**src/rtl/fifo_ram_pkg.sv**
```systemverilog
// rtl/fifo_ram_pkg.sv - shared constants and output FSM encoding for fifo_ram_ctrl
package fifo_ram_pkg;

  localparam int DATA_W_DEF = 8;
  localparam int ADDR_W_DEF = 5;

  typedef enum logic [1:0] {
    IDLE  = 2'd0,
    FETCH = 2'd1,
    HOLD  = 2'd2
  } state_e;

endpackage

```
**src/rtl/fifo_ram_ctrl.sv**
```systemverilog
// rtl/fifo_ram_ctrl.sv - FIFO controller over an external registered-read RAM
module fifo_ram_ctrl
  import fifo_ram_pkg::*;
#(
  parameter int DATA_W = DATA_W_DEF,
  parameter int ADDR_W = ADDR_W_DEF
) (
  input  logic              i_clk,
  input  logic              i_rst_n,
  input  logic              i_wr_valid,
  input  logic [DATA_W-1:0] i_wr_data,
  output logic              o_wr_ready,
  output logic              o_rd_valid,
  output logic [DATA_W-1:0] o_rd_data,
  input  logic              i_rd_ready,
  output logic              o_ram_write,
  output logic [ADDR_W-1:0] o_ram_addr_wr,
  output logic [DATA_W-1:0] o_ram_wdata,
  output logic [ADDR_W-1:0] o_ram_addr_r,
  input  logic [DATA_W-1:0] i_ram_rdata,
  output logic [ADDR_W:0]   o_count,
  output logic              o_full,
  output logic              o_empty
);

  localparam int PTR_W = ADDR_W + 1;
  localparam logic [PTR_W-1:0] DEPTH = {1'b1, {ADDR_W{1'b0}}};

  logic [PTR_W-1:0]  wr_ptr_q, wr_ptr_d;
  logic [PTR_W-1:0]  rd_ptr_q, rd_ptr_d;
  logic [PTR_W-1:0]  count;
  logic [DATA_W-1:0] rd_data_q, rd_data_d;
  state_e            state_q, state_d;
  logic              push, pop;

  // The HOLD entry stays counted until popped, so full covers all 32 slots.
  assign count   = wr_ptr_q - rd_ptr_q;
  assign o_full  = (count == DEPTH);
  assign o_empty = (count == '0);

  assign push = i_wr_valid && !o_full && i_rst_n;
  assign pop  = (state_q == HOLD) && i_rd_ready;

  assign o_wr_ready    = !o_full;
  assign o_rd_valid    = (state_q == HOLD);
  assign o_rd_data     = rd_data_q;
  assign o_count       = count;
  assign o_ram_write   = push;
  assign o_ram_addr_wr = wr_ptr_q[ADDR_W-1:0];
  assign o_ram_wdata   = i_wr_data;
  assign o_ram_addr_r  = rd_ptr_q[ADDR_W-1:0];

  always_comb begin
    wr_ptr_d  = wr_ptr_q + PTR_W'(push);
    rd_ptr_d  = rd_ptr_q + PTR_W'(pop);
    rd_data_d = rd_data_q;
    state_d   = state_q;
    case (state_q)
      IDLE: begin
        // Registered count: a push at E0 is first fetched from E1 on.
        if (count != '0) state_d = FETCH;
      end
      FETCH: begin
        rd_data_d = i_ram_rdata;
        state_d   = HOLD;
      end
      HOLD: begin
        if (i_rd_ready) state_d = IDLE;
      end
      default: state_d = IDLE;
    endcase
  end

  always_ff @(posedge i_clk) begin
    if (!i_rst_n) begin
      wr_ptr_q  <= '0;
      rd_ptr_q  <= '0;
      rd_data_q <= '0;
      state_q   <= IDLE;
    end else begin
      wr_ptr_q  <= wr_ptr_d;
      rd_ptr_q  <= rd_ptr_d;
      rd_data_q <= rd_data_d;
      state_q   <= state_d;
    end
  end

endmodule

```
**config.mk**
```make
export PLATFORM = sky130hd
export DESIGN_NAME = fifo_ram_ctrl
export DESIGN_NICKNAME = d
export VERILOG_FILES = /design/src/rtl/fifo_ram_pkg.sv /design/src/rtl/fifo_ram_ctrl.sv
export SDC_FILE = /design/constraint.sdc
export NUM_CORES = 1
export LEC_CHECK = 0
export CORE_MARGIN = 4
export CORE_UTILIZATION = 56
export CTS_CLUSTER_SIZE = 40
export DETAILED_ROUTE_END_ITERATION = 8
export DONT_BUFFER_PORTS = 1
export PLACE_DENSITY = 0.76
export SLEW_MARGIN = 15
export SYNTH_ARGS = -nofsm -noshare
export SYNTH_HDL_FRONTEND = slang
export SYNTH_SLANG_ARGS = --single-unit
```
**constraint.sdc**
```tcl
create_clock -name i_clk -period 3.2 [get_ports i_clk]
set_input_delay 0.32 -clock i_clk [delete_from_list [all_inputs] [get_ports i_clk]]
set_output_delay 0.32 -clock i_clk [all_outputs]
set_load 0.03 [all_outputs]
```
==> impl_metrics.ini, run 1 <==
[status]
outcome = complete, no violations

[power]
combinationalPowerShare_pct = 31.9
total_switching_power_uw = 300
fraction_of_power_spent_switching_nets_pct = 39.6
relative_contribution_of_the_clock_network_to_total_power_pct = 20.3
pwr_per_cell_area_mw_per_mm2 = 577
cellInternalPower_uw = 457
p_leak_uw = 0.000592
sequentialPowerShare_pct = 47.8
vdd_drop_max_v = 0.000411

[timing]
measured_slew_at_the_worst_slew_check_pin_ps = 654
max_clock_freq_ghz = 0.322
worst_slack_ps = 92.5
clock_skew_ps = 2.02
max-slew-margin-rel_pct = 56.3
timing_max_transition_violations_final = 0
fin_crit_ps = 3110
finalCritPeriodShare_pct = 97.1
setup_viol = 0
timing.final.hold_violations = 0

[die]
die_height_um = 55.8
die_footprint_mm2 = 0.00311
boundaryPins = 57
start_util_pct = 58.4
coreArea_mm2 = 0.00219
die_w_um = 55.8
row_count = 17

[detailed_routing]
post-route-drc-count = 0
routed_via_density = 5.34
first_drt_iteration_drcs = 11
final_wl_um = 2460
detailedRoute.firstPassIterationCount = 7
final_antenna_net_count = 0
vias = 919
avgRoutedWirePerCell_um = 14.3

[synthesis]
synthTopCellsByArea = dfxtp_1 (34%), buf_4 (11%), ha_1 (8.8%)
yosys.area_share.adder_pct = 10.4
syn_area_per_cell_um2 = 8.58
ys_seq_area_share_pct = 34.4
postSynthCellCount = 149
synth.top_cells.by_count = dfxtp_1 (22), nand2_1 (21), buf_4 (18)
yosys.area_share.xor_xnor_pct = 8.22
synth_cell_types = 26
fraction_of_the_mapped_netlist_area_in_compound_gates_pct = 10.1
synth_mux_area_share_pct = 0
synth_nets = 179
synth_seq_cells = 22
number_of_synthesized_flops_with_an_enable_pin = 0
combined_area_of_all_synthesized_cells_mm2 = 0.00128
ys_dominant_reg_cell = dfxtp_1
yosys.area.top_type_share_pct = 34.4
synth.most_common_cell = dfxtp_1
dominant_combinational_cell_family_by_area_after_synthesis = simple AND/OR/NAND/NOR gates
postSynth.asyncResetShare_pct = 0
synth_warnings = 0
synth_simple_gate_area_share_pct = 22.5
largest_area_contributor_in_the_netlist = dfxtp_1

[worst_setup_path]
worst_setup_path_end_kind = primary output
worst_r2r_path_depth = 13
arrival_ps = 2790
worstReg2RegEnd = wr_ptr_q[4]$_SDFF_PN0_
worst-setup-path-type = reg2out
critical_path_required_ps = 2880
worst_flop_to_flop_path_startpoint = wr_ptr_q[0]$_SDFF_PN0_
worstPathMaxFanout = 3
worst-r2r-setup-slack_ps = 410
cp_launch_type = flip-flop

[job]
max-cap-violations = 0

[finish]
fin_nets = 175
finish.instance_area_mm2 = 0.00131
layout-drive-gt1-share_pct = 15.3
regArea_um2 = 440
area_used_by_multi_input_combinational_logic_um2 = 669
filler_cell_count = 197
syn2layout_area_growth_pct = 2.64
antenna-diode-count = 0

[cts]
clk_root_buffer_cell = clkbuf_4
clkLatencyLatePin_ps = 300
clkTransAtPathRegs_ps = 120
tritoncts.num_buffers = 3
cts-htree-levels = 1
numClockSinks = 22
cts-root-to-sink-buffers = 2
clock_tree_from_tritoncts = yes

[hold_path]
hold_path_class = in2reg
hold_path.startpoint = i_rst_n
worst_hold_path_ep = state_q[1]$_SDFFE_PN0P_
min_path_cells = 1

[placement]
preCtsSetupSlack_ps = 446
dpl-instance-area_mm2 = 0.00127
place_congestion = 0.785
io_buffers = 0
post-dp-hpwl_um = 1940

[global_routing]
antenna_found_initial = 0
via_count_of_the_first_global_routing_pass = 942
global_route.overflow_total = 0
first_pass_grt_wire_length_um = 4020
groute.usage.overall_pct = 16.1
grt_start_max_net_pins = 24
-- what timing repair did --
action,4_1_cts,5_1_grt
setup endpoints to repair,0,1
resized for setup,0,1
setup buffers,0,0
hold buffers,0,0
-- stage by stage --
| step | setup TNS, ps | util [%] | power, µW | hold slack (ps) | std cells |
|---|---|---|---|---|---|
| 2_1_floorplan | 0 | - | 573 | 465 | 149 |
| 3_3_place_gp | 0 | 58.1 | 603 | 440 | 168 |
| 3_5_place_dp | 0 | 58.1 | 608 | 448 | 168 |
| 4_1_cts | 0 | 59.7 | 760 | 116 | 172 |
| 5_1_grt | -15.3 | 59.9 | 799 | 105 | 172 |
| 6_report | 0 | 59.9 | 757 | 124 | 172 |
-- logic make-up (layout without fill, tap and decap cells) --
group	count (synthesis)	after routing
AO/OA/AOI/OAI	17	17
AND/OR/NAND/NOR	57	57
buffers and inverters	31	26
adder cells (fa/ha/maj)	10	10
XOR/XNOR	12	12
flip-flops	22	22
-- cells in the final DEF (no fill, tap or decap), types with 2 or more instances in the layout --
| master | synthesis | routed |
|---|---|---|
| dfxtp_1 | 22 | 22 |
| nand2_1 | 21 | 21 |
| buf_4 | 18 | 13 |
| and2_1 | 11 | 11 |
| inv_1 | 9 | 9 |
| ha_1 | 9 | 9 |
| a21boi_0 | 8 | 8 |
| xnor2_1 | 7 | 7 |
| nand3_1 | 6 | 6 |
| nor2b_1 | 5 | 5 |
| xor2_1 | 5 | 4 |
| nor3_1 | 4 | 4 |
| nor2_1 | 4 | 4 |
| clkbuf_4 | 0 | 3 |
| o211a_1 | 2 | 2 |
| a21oi_1 | 4 | 2 |
| nand2b_1 | 2 | 2 |
| a21oi_2 | 0 | 2 |
-- worst max-delay path, stage by stage, from the launching register on --
cell and delay, ps:
dfxtp_1 360, inv_1 50, ha_1 210, fa_1 400
nand2b_1 190, a21oi_2 190, xor2_2 90, buf_4 180
or3_4 410, a21oi_1 200, buf_4 200
-- worst max path at each step --
stage | from | endpoint
floorplan | wr_ptr_q[0]$_SDFF_PN0_ | wr_ptr_q[5]$_SDFF_PN0_
global placement | wr_ptr_q[0]$_SDFF_PN0_ | wr_ptr_q[4]$_SDFF_PN0_
detailed placement | wr_ptr_q[0]$_SDFF_PN0_ | wr_ptr_q[4]$_SDFF_PN0_
CTS | wr_ptr_q[0]$_SDFF_PN0_ | o_full
global route | wr_ptr_q[0]$_SDFF_PN0_ | o_full
finish | wr_ptr_q[0]$_SDFF_PN0_ | o_full
-- routing by layer --
metal / GRT usage, % / share of wire (%)
met5: 0 / 0
met4: 9.72 / 2.5
met3: 4.87 / 7.0
met2: 27.7 / 50
met1: 17.1 / 41
-- cell type report --
class / instances / share of cell area (%)
well taps: 28 / 2.67
clock buffers: 4 / 2.76
flip-flops and latches: 22 / 33.6
multi-input cells: 96 / 51.0
inverters: 9 / 2.57
repair buffers: 13 / 7.44
-- power by group through the flow --
| stage | combinational, µW | sequential [µW] | clock (µW) |
|---|---|---|---|
| after floorplan | 211 | 363 | 0 |
| after global placement | 236 | 366 | 0 |
| after detailed placement | 240 | 368 | 0 |
| after CTS | 241 | 362 | 157 |
| after global routing | 264 | 365 | 170 |
| final | 242 | 362 | 154 |
-- sequential cells by signal, summed over array words and instances (netlist names) --
name and cells:
state_q 2, o_rd_data 8, wr_ptr_q 6, rd_ptr_q 6
Power figures use the tool's default switching activity.
==> inputs of run 2 (changes only) <==
PLACE_DENSITY = 0.71   (was 0.76)
==> impl_metrics.ini, run 2 (same netlist as run 1, synthesis figures left out) <==
[power]
cellInternalPower_uw = 457
total_switching_power_uw = 290
vdd_drop_max_v = 0.000377
pwr_per_cell_area_mw_per_mm2 = 571
sequentialPowerShare_pct = 48.2
combinationalPowerShare_pct = 31.9
relative_contribution_of_the_clock_network_to_total_power_pct = 19.9
fraction_of_power_spent_switching_nets_pct = 38.8
p_leak_uw = 0.000591

[global_routing]
antenna_found_initial = 0
via_count_of_the_first_global_routing_pass = 954
groute.usage.overall_pct = 16.2
first_pass_grt_wire_length_um = 4080
global_route.overflow_total = 0
grt_start_max_net_pins = 24

[cts]
post_cts.repair.setup_buffers = 0
clk_root_buffer_cell = clkbuf_4
numClockSinks = 22
clkTransAtPathRegs_ps = 110
cts_repair_resize_count = 0
cts-root-to-sink-buffers = 2
cts_hold_buf = 0
clock_tree_from_tritoncts = yes
clkLatencyLatePin_ps = 300
tritoncts.num_buffers = 3
cts-htree-levels = 1

[timing]
clock_skew_ps = 1.77
fin_crit_ps = 3010
measured_slew_at_the_worst_slew_check_pin_ps = 657
finalCritPeriodShare_pct = 93.9
timing.final.hold_violations = 0
rsz_0062_raised_after_global_routing = false
setup_viol = 0
max_clock_freq_ghz = 0.333
setup_tns_ps = 0
timing_max_transition_violations_final = 0
max-slew-margin-rel_pct = 56.1

[finish]
finish.instance_area_mm2 = 0.00131
syn2layout_area_growth_pct = 2.35
antenna-diode-count = 0
layout-drive-gt1-share_pct = 14.6
mostFrequentLayoutCell = dfxtp_1
fin_nets = 175
final_cell_mix = dfxtp_1 (22), nand2_1 (21), buf_4 (13), and2_1 (11)
number_of_flip_flops_under_the_largest_register_name = 8
filler_cell_count = 203

[die]
coreArea_mm2 = 0.00219
boundaryPins = 57
die_w_um = 55.8
start_util_pct = 58.4
die_height_um = 55.8
die_footprint_mm2 = 0.00311
row_count = 17

[worst_setup_path]
cp_launch_type = flip-flop
critical_path_required_ps = 2880
arrival_ps = 2690
worstPathMaxFanout = 3
worst-r2r-setup-slack_ps = 440
worst_setup_path_end_kind = primary output
worstReg2RegEnd = wr_ptr_q[5]$_SDFF_PN0_
worst_flop_to_flop_path_startpoint = rd_ptr_q[1]$_SDFF_PN0_
worst-setup-path-type = reg2out
worst_r2r_path_depth = 12

[placement]
io_buffers = 0
dpl-instance-area_mm2 = 0.00127
post-dp-hpwl_um = 2000
place_congestion = 0.913

[status]
outcome = complete, no violations

[hold_path]
hold_path_class = in2reg
min_path_cells = 1
worst_hold_path_ep = wr_ptr_q[2]$_SDFF_PN0_
hold_path.startpoint = i_rst_n

[detailed_routing]
detailedRoute.firstPassIterationCount = 4
final_antenna_net_count = 0
first_drt_iteration_drcs = 19
avgRoutedWirePerCell_um = 14.1
final_wl_um = 2420
vias = 916
routed_via_density = 5.33
post-route-drc-count = 0

[job]
max-cap-violations = 0
==> run 2: how the worst max path moves through the flow <==
stage / from / end / slack, ps / cells past startpoint
detailed placement: rd_ptr_q[1]$_SDFF_PN0_ / wr_ptr_q[5]$_SDFF_PN0_ / 460 / 12
global placement: rd_ptr_q[1]$_SDFF_PN0_ / wr_ptr_q[5]$_SDFF_PN0_ / 540 / 12
floorplan: wr_ptr_q[0]$_SDFF_PN0_ / wr_ptr_q[5]$_SDFF_PN0_ / 80 / 13
CTS: wr_ptr_q[0]$_SDFF_PN0_ / o_full / 200 / 10
global route: wr_ptr_q[0]$_SDFF_PN0_ / o_full / 70 / 10
finish: wr_ptr_q[0]$_SDFF_PN0_ / o_full / 190 / 10
==> run 2: area by class of cell <==
type	instances	area, µm²	share of cell area (%)
sequential	22	440	33.7
tap	28	35.0	2.68
inverter	9	33.8	2.58
timing repair buffer	13	97.6	7.46
clock buffer	4	36.3	2.77
multi-input combinational	96	666	50.9
==> run 2: metal layers <==
| metal | vias to the layer above | global-route usage (%) | share of wire, % |
|---|---|---|---|
| met4 | 0 | 9.38 | 3.3 |
| met5 | - | 0 | 0 |
| met1 | 411 | 17.6 | 39 |
| met3 | 15 | 4.41 | 9.0 |
| met2 | 38 | 28.0 | 49 |
| li1 | 452 | - | - |
==> run 2: worst max-delay path: stages, from the launching register on <==
cell and delay, ps:
dfxtp_1 350, inv_1 40, ha_1 210, fa_1 390, nand2b_1 160, a21oi_1 220, xor2_2 100, buf_4 180
or3_4 410, a21oi_1 140, buf_4 180
==> run 2: stage by stage <==
stage | utilization [%] | hold WS [ps] | total power [µW] | instances | setup slack, ps
2_1_floorplan | - | 465 | 573 | 149 | 82.2
3_3_place_gp | 58.1 | 439 | 601 | 168 | 544
3_5_place_dp | 58.1 | 448 | 607 | 168 | 461
4_1_cts | 59.7 | 115 | 758 | 172 | 196
5_1_grt | 59.7 | 113 | 791 | 172 | 69.1
6_report | 59.7 | 131 | 747 | 172 | 195
==> run 2: power by group through the flow <==
stage,sequential [µW],combinational [µW],clock (µW)
6_report,360,238,148
4_1_cts,361,241,157
3_5_place_dp,368,240,0
3_3_place_gp,366,234,0
5_1_grt,365,260,165
2_1_floorplan,363,211,0
